`src/rtl/imem_loader_pkg.sv`:
```
// Shared definitions for the instruction-memory boot loader: FSM encoding,
// word geometry and state-decode helpers.
package imem_loader_pkg;

  localparam int XLEN           = 32;
  localparam int BYTES_PER_WORD = 4;
  localparam int STATE_W        = 3;

  typedef logic [STATE_W-1:0] state_t;

  localparam logic [2:0] ST_IDLE   = 3'd0;
  localparam logic [2:0] ST_LEN_LO = 3'd1;
  localparam logic [2:0] ST_LEN_HI = 3'd2;
  localparam logic [2:0] ST_DATA   = 3'd3;
  localparam logic [2:0] ST_WRITE  = 3'd4;
  localparam logic [2:0] ST_CHK    = 3'd5;
  localparam logic [2:0] ST_DONE   = 3'd6;
  localparam logic [2:0] ST_ERR    = 3'd7;

  // States in which a stream byte may be consumed.
  function automatic logic state_accepts_byte(input state_t s);
    return (s == ST_LEN_LO) || (s == ST_LEN_HI) || (s == ST_DATA) || (s == ST_CHK);
  endfunction

  // A session is active everywhere except the three resting states.
  function automatic logic state_in_session(input state_t s);
    return !((s == ST_IDLE) || (s == ST_DONE) || (s == ST_ERR));
  endfunction

endpackage

```
`src/rtl/imem_loader_if.sv`:
```
// Byte-stream input and instruction-memory write port of the boot loader.
// master = byte source / memory side, slave = loader.
interface imem_loader_if #(
  parameter int ADDR_W = 6
);
  import imem_loader_pkg::*;

  logic [7:0]        rx_data;
  logic              rx_valid;
  logic              rx_ready;
  logic              imem_we;
  logic [ADDR_W-1:0] imem_addr;
  logic [XLEN-1:0]   imem_wdata;

  modport master (
    output rx_data,
    output rx_valid,
    input  rx_ready,
    input  imem_we,
    input  imem_addr,
    input  imem_wdata
  );

  modport slave (
    input  rx_data,
    input  rx_valid,
    output rx_ready,
    output imem_we,
    output imem_addr,
    output imem_wdata
  );

endinterface

```
`src/rtl/imem_loader_byte_packer.sv`:
```
// Assembles four stream bytes into one little-endian word: each byte enters
// the top lane and older bytes move down, so the first byte ends in [7:0].
module imem_loader_byte_packer
  import imem_loader_pkg::*;
(
  input  logic            clk,
  input  logic            rst_n,
  input  logic            i_clear,
  input  logic            i_byte_en,
  input  logic [7:0]      i_byte,
  output logic            o_last_byte,
  output logic            o_word_valid,
  output logic [XLEN-1:0] o_word
);

  logic [1:0] r_cnt;
  logic       r_word_valid;

  always_ff @(posedge clk or negedge rst_n) begin
    if (!rst_n) begin
      r_cnt        <= '0;
      r_word_valid <= 1'b0;
    end else if (i_clear) begin
      r_cnt        <= '0;
      r_word_valid <= 1'b0;
    end else if (i_byte_en) begin
      r_cnt <= r_cnt + 2'd1;
      if (o_last_byte) begin
        r_word_valid <= 1'b1;
      end
    end
  end

  genvar gi;
  generate
    for (gi = 0; gi < BYTES_PER_WORD; gi++) begin : g_lane
      logic [7:0] r_byte;
      if (gi == BYTES_PER_WORD - 1) begin : g_top
        always_ff @(posedge clk or negedge rst_n) begin
          if (!rst_n) begin
            r_byte <= '0;
          end else if (i_byte_en) begin
            r_byte <= i_byte;
          end
        end
      end else begin : g_mid
        always_ff @(posedge clk or negedge rst_n) begin
          if (!rst_n) begin
            r_byte <= '0;
          end else if (i_byte_en) begin
            r_byte <= g_lane[gi+1].r_byte;
          end
        end
      end
      assign o_word[8*gi +: 8] = r_byte;
    end
  endgenerate

  assign o_last_byte  = (r_cnt == 2'(BYTES_PER_WORD - 1));
  assign o_word_valid = r_word_valid;

endmodule

```
`src/rtl/imem_loader.sv`:
```
// Boot-time instruction-memory loader: header count, data words, one write per
// word, core held in reset until done. Optional checksum byte: IMEM_LOADER_CHECKSUM_EN.
module imem_loader
  import imem_loader_pkg::*;
#(
  parameter int ADDR_W = 6
) (
  input  logic         clk,
  input  logic         rst_n,
  input  logic         start,
  imem_loader_if.slave bus,
  output logic         core_rst_n,
  output logic         busy,
  output logic         done,
  output logic         error
);

`ifdef IMEM_LOADER_CHECKSUM_EN
  localparam logic [2:0] ST_TAIL = ST_CHK;
`else
  localparam logic [2:0] ST_TAIL = ST_DONE;
`endif

  logic [2:0]        r_state;
  logic [2:0]        w_state_next;
  logic [7:0]        r_count_lo;
  logic [15:0]       r_count;
  logic [ADDR_W:0]   r_index;
  logic [ADDR_W-1:0] r_addr;
  logic [XLEN-1:0]   r_wdata;

  logic              w_accept;
  logic              w_session_start;
  logic [15:0]       w_count;
  logic [ADDR_W:0]   w_index_inc;
  logic              w_last_word;
  logic              w_too_long;
  logic              w_last_byte;
  logic              w_word_valid;
  logic [XLEN-1:0]   w_word;

  assign w_accept        = bus.rx_valid && bus.rx_ready;
  assign w_session_start = start && !state_in_session(r_state);
  assign w_count         = {bus.rx_data, r_count_lo};
  assign w_index_inc     = r_index + 1'b1;
  assign w_last_word     = (17'(w_index_inc) == 17'(r_count));
  // Capacity check is done one bit wider so N = 2**ADDR_W itself stays legal.
  assign w_too_long      = (17'(w_count) > (17'd1 << ADDR_W));

  imem_loader_byte_packer u_packer (
    .clk          (clk),
    .rst_n        (rst_n),
    .i_clear      (w_session_start || (r_state == ST_WRITE)),
    .i_byte_en    (w_accept && (r_state == ST_DATA)),
    .i_byte       (bus.rx_data),
    .o_last_byte  (w_last_byte),
    .o_word_valid (w_word_valid),
    .o_word       (w_word)
  );

`ifdef IMEM_LOADER_CHECKSUM_EN
  logic [7:0] r_xsum;

  always_ff @(posedge clk or negedge rst_n) begin
    if (!rst_n) begin
      r_xsum <= '0;
    end else if (w_session_start) begin
      r_xsum <= '0;
    end else if (w_accept && (r_state == ST_DATA)) begin
      r_xsum <= r_xsum ^ bus.rx_data;
    end
  end
`endif

  always_comb begin
    w_state_next = r_state;
    case (r_state)
      ST_IDLE, ST_DONE, ST_ERR: begin
        if (start) w_state_next = ST_LEN_LO;
      end
      ST_LEN_LO: begin
        if (w_accept) w_state_next = ST_LEN_HI;
      end
      ST_LEN_HI: begin
        if (w_accept) begin
          if (w_count == 16'd0)  w_state_next = ST_TAIL;
          else if (w_too_long)   w_state_next = ST_ERR;
          else                   w_state_next = ST_DATA;
        end
      end
      ST_DATA: begin
        if (w_accept && w_last_byte) w_state_next = ST_WRITE;
      end
      ST_WRITE: begin
        w_state_next = w_last_word ? ST_TAIL : ST_DATA;
      end
`ifdef IMEM_LOADER_CHECKSUM_EN
      ST_CHK: begin
        if (w_accept) w_state_next = (bus.rx_data == r_xsum) ? ST_DONE : ST_ERR;
      end
`endif
      default: w_state_next = ST_IDLE;
    endcase
  end

  always_ff @(posedge clk or negedge rst_n) begin
    if (!rst_n) begin
      r_state    <= ST_IDLE;
      r_count_lo <= '0;
      r_count    <= '0;
      r_index    <= '0;
      r_addr     <= '0;
      r_wdata    <= '0;
    end else begin
      r_state <= w_state_next;
      if (w_session_start) begin
        r_index <= '0;
      end
      if (w_accept && (r_state == ST_LEN_LO)) begin
        r_count_lo <= bus.rx_data;
      end
      if (w_accept && (r_state == ST_LEN_HI)) begin
        r_count <= w_count;
      end
      if (r_state == ST_WRITE) begin
        r_index <= w_index_inc;
        r_addr  <= r_index[ADDR_W-1:0];
        r_wdata <= w_word;
      end
    end
  end

  // Address and data are live during WRITE and hold the last write afterwards.
  assign bus.imem_we    = (r_state == ST_WRITE) && w_word_valid;
  assign bus.imem_addr  = (r_state == ST_WRITE) ? r_index[ADDR_W-1:0] : r_addr;
  assign bus.imem_wdata = (r_state == ST_WRITE) ? w_word : r_wdata;
  assign bus.rx_ready   = state_accepts_byte(r_state);

  assign done       = (r_state == ST_DONE);
  assign error      = (r_state == ST_ERR);
  assign core_rst_n = (r_state == ST_DONE);
  assign busy       = state_in_session(r_state);

  a_no_ready_in_write : assert property (@(posedge clk) disable iff (!rst_n)
    bus.imem_we |-> !bus.rx_ready);
  a_index_in_range : assert property (@(posedge clk) disable iff (!rst_n)
    bus.imem_we |-> !r_index[ADDR_W]);

endmodule

```
`src/flat_wrapper.sv`:
```
// flat-port wrapper written by rule: the top's interface ports become plain ports
module imem_loader_flat import imem_loader_pkg::*;
#(
  parameter int ADDR_W = 6
)
  (clk, rst_n, start, core_rst_n, busy, done, error, bus_rx_data, bus_rx_valid, bus_rx_ready, bus_imem_we, bus_imem_addr, bus_imem_wdata);
  imem_loader_if #(.ADDR_W(ADDR_W)) bus_i ();
  input  logic clk;
  input  logic rst_n;
  input  logic start;
  output logic core_rst_n;
  output logic busy;
  output logic done;
  output logic error;
  input wire logic [$bits(bus_i.rx_data)-1:0] bus_rx_data;
  input wire logic [$bits(bus_i.rx_valid)-1:0] bus_rx_valid;
  output wire logic [$bits(bus_i.rx_ready)-1:0] bus_rx_ready;
  output wire logic [$bits(bus_i.imem_we)-1:0] bus_imem_we;
  output wire logic [$bits(bus_i.imem_addr)-1:0] bus_imem_addr;
  output wire logic [$bits(bus_i.imem_wdata)-1:0] bus_imem_wdata;
  assign bus_i.rx_data = bus_rx_data;
  assign bus_i.rx_valid = bus_rx_valid;
  assign bus_rx_ready = bus_i.rx_ready;
  assign bus_imem_we = bus_i.imem_we;
  assign bus_imem_addr = bus_i.imem_addr;
  assign bus_imem_wdata = bus_i.imem_wdata;
  imem_loader #(.ADDR_W(ADDR_W)) u_core (.clk(clk), .rst_n(rst_n), .start(start), .bus(bus_i), .core_rst_n(core_rst_n), .busy(busy), .done(done), .error(error));
endmodule
```
`config.mk`:
```
export PLATFORM = sky130hd
export DESIGN_NAME = imem_loader_flat
export DESIGN_NICKNAME = d
export VERILOG_FILES = /design/src/rtl/imem_loader_pkg.sv /design/src/rtl/imem_loader_if.sv /design/src/rtl/imem_loader_byte_packer.sv /design/src/rtl/imem_loader.sv /design/src/flat_wrapper.sv
export SDC_FILE = /design/constraint.sdc
export NUM_CORES = 1
export LEC_CHECK = 0
export ABC_AREA = 1
export CAP_MARGIN = 20
export CORE_ASPECT_RATIO = 1.75
export CORE_UTILIZATION = 30
export DETAILED_ROUTE_END_ITERATION = 12
export SYNTH_ARGS = -nofsm -noshare
export SYNTH_HDL_FRONTEND = slang
export SYNTH_SLANG_ARGS = --single-unit
```
`constraint.sdc`:
```
create_clock -name clk -period 3.59 [get_ports clk]
set_clock_uncertainty 0.2 [all_clocks]
set_input_delay 0.5385 -clock clk [delete_from_list [all_inputs] [get_ports clk]]
set_output_delay 0.5385 -clock clk [all_outputs]
set_load 0.05 [all_outputs]
```
==> results.json <==
{
  "rsz0062_at_grt": "false",
  "initial_core_util": 0.307,
  "synth.cell_area_um2": 4570,
  "status": "finished clean",
  "synth.avg_cell_area_um2": 8.98,
  "utilization": 0.372,
  "syn_inst": 509,
  "synth_seq_cells": 107,
  "grt_pass1_wl_um": 16200,
  "first_pass_iters": 4,
  "end_kind": "output port",
  "slew_headroom": 0.544,
  "r2r-start": "u_core.r_state[0]",
  "synth_common_cells": "nand2_1 (154), dfrtp_1 (107), o21ai_0 (58), inv_1 (57), o21ai_1 (28)",
  "overflow": 0,
  "grt_usage": 0.136,
  "critPathRequiredTime_ns": 2.85,
  "hold_viol": 0,
  "path_class": "reg2out",
  "critPathLaunchType": "flop",
  "area_growth_pct": 21.3,
  "cts_tree": "done",
  "synth-edff-count": 0,
  "nets": 571,
  "crit_fanout": 27,
  "clkLatencyLatePin_ns": 0.35,
  "setup_violations": 0,
  "synth_warnings": 0,
  "core-area_um2": 14900,
  "r2r_end": "u_core.r_wdata[21]",
  "crit_start": "u_core.r_state[0]",
  "diodes": 0,
  "dieArea_um2": 15800,
  "postCtsHoldBufs": 0,
  "critical_path.cell_chain": "or2_4 > nor2_8 > inv_2 > nand2_1 > nand2_1 > clkdlybuf4s50_1",
  "crit_buf_inv": 2,
  "grt_antenna_before_repair": 0,
  "postSynth.asyncResetShare": 1.00,
  "synth_top_area_share": 0.586,
  "place.gp.congestion": 0.810,
  "powerDensity_nw_per_um2": 993,
  "hp-class": "in2async",
  "cts_sinks": 107,
  "fmax_mhz": 303,
  "drt_iter0_markers": 190,
  "ant_nets": 0,
  "ys_types": 34,
  "cts_root_buffer": "clkbuf_16",
  "synthesis.nets": 523,
  "synth_top_cell_by_area": "dfrtp_1",
  "slew_violations": 0,
  "die_w_um": 95.3,
  "period_minus_slack_ns": 3.30,
  "rows": 59,
  "cpMostUsedCell": "nand2_1",
  "port_buffers": 55,
  "synthTopCellsByArea": "dfrtp_1 (59%), nand2_1 (13%), o21ai_0 (6.4%)",
  "cpMaxStageDelayCell": "clkdlybuf4s50_1",
  "num_vias": 3381,
  "worstPathArrival_ns": 2.56,
  "via_per_inst": 4.54,
  "fin_cells": 745,
  "drive_gt1_frac": 0.142,
  "finalCritPeriodShare": 0.920,
  "path_clk_slew_ns": 0.07,
  "dp.cells": 729,
  "synth.most_common_cell": "nand2_1",
  "drcViolationCount": 0,
  "clk_path_buf_depth": 2,
  "dp_hpwl_um": 7240,
  "wl_per_cell_um": 13.2,
  "cts_buffers": 9,
  "dieHeight_um": 165,
  "reg2reg_setup_slack_ns": 1.24,
  "ys.flop_type": "dfrtp_1",
  "cts_setup_buffers": 0,
  "r2r_cells": 5,
  "ir_drop_v": 0.000311,
  "path_depth": 6,
  "worst_slew_pin_slew_ns": 0.684,
  "cp-endpoint": "bus_imem_wdata[7]",
  "cts_resized": 0,
  "cap_violations": 0,
  "grt_max_degree": 69,
  "cts-htree-levels": 3,
  "ios": 56,
  "leakagePower_nw": 2.70,
  "wirelength_um": 9860,
  "hold_slack_ns": 0.0268,
  "cp_top_family": "buffers and inverters",
  "ys_seq_area_frac": 0.586,
  "tns_ns": 0,
  "cpPeakStageDelay_ns": 0.70,
  "grt_pass1_vias": 3379
}
[metal layers]
metal  wire length, um  part of all wire  track usage  vias to the layer above
li1                  -                 -            -                     1709
met1              3960              0.40        0.147                     1586
met2              5200              0.53        0.239                       63
met3               298             0.030       0.0261                       23
met4               405             0.041       0.0799                        0
met5                 0                 0            0                        -
[worst register-to-register path, cell delays in order, from the launching register on]
cell and delay (ns):
dfrtp_1 0.46, or2_4 0.31, nor2_8 0.27, inv_2 0.27, buf_12 0.26, o21ai_0 0.42
[metrics by stage]
stage / total power, mW / cell area, um^2 / setup slack, ns
3_3_place_gp: 4.49 / 5240 / 0.714
4_1_cts: 5.57 / 5550 / 0.278
3_5_place_dp: 4.54 / 5240 / 0.668
5_1_grt: 5.87 / 5550 / 0.160
2_1_floorplan: 3.75 / 4570 / 0.628
6_report: 5.51 / 5550 / 0.288
[cells by family (layout without fill, tap and decap cells)]
family,count (synthesis),after routing,synth area share
AOI/OAI and AO/OA,104,104,0.126
buffers and inverters,82,135,0.0835
xor gates and xnor gates,1,1,0.00192
and+or+nand+nor,213,213,0.198
DFF,107,107,0.586
adders and majority gates,2,2,0.00547
[where the power goes]
group / internal [mW] / leakage, nW / switching, mW
registers: 1.70 / 1.40 / 0.248
clock network: 0.553 / 0.149 / 0.458
logic: 0.805 / 1.15 / 1.75
[how the worst min path moves through the flow]
stage	end	slack, ns	depth (start not counted)
floorplan	u_core.r_addr[0]	0.04	0
finish	u_core.r_wdata[25]	0.03	1
global route	u_core.r_wdata[29]	0.08	1
global placement	u_core.r_wdata[3]	0.26	2
CTS	u_core.r_wdata[26]	0.05	1
detailed placement	u_core.r_wdata[5]	0.26	2
[registers in the layout, indices dropped and copies added (netlist names)]
signal                         cells
u_core.r_count                    16
u_core.u_packer.o_word_valid       1
u_core.u_packer.r_cnt              2
u_core.r_index                     7
u_core.r_state                     3
u_core.r_wdata                    32
u_core.r_count_lo                  8
u_core.u_packer.g_lane.r_byte     32
u_core.r_addr                      6
[area by class of cell]
class                      count  area [um^2]
fill                        1495         9370
sequential                   107         2680
multi-input combinational    320         1510
timing repair buffer          57          586
tap                          183          229
clock buffer                   9          225
clock inverter                 7         83.8
inverter                      62          233
[cells in the final DEF (no fill, tap or decap), types with 17 or more instances in the layout]
cell,count
o21ai_1,28
inv_1,57
dfrtp_1,107
buf_4,30
nand2_1,154
nor2_1,22
o21ai_0,58
clkdlybuf4s50_1,18
nand3_1,17
Note: power is estimated with default switching activity, not from simulation.
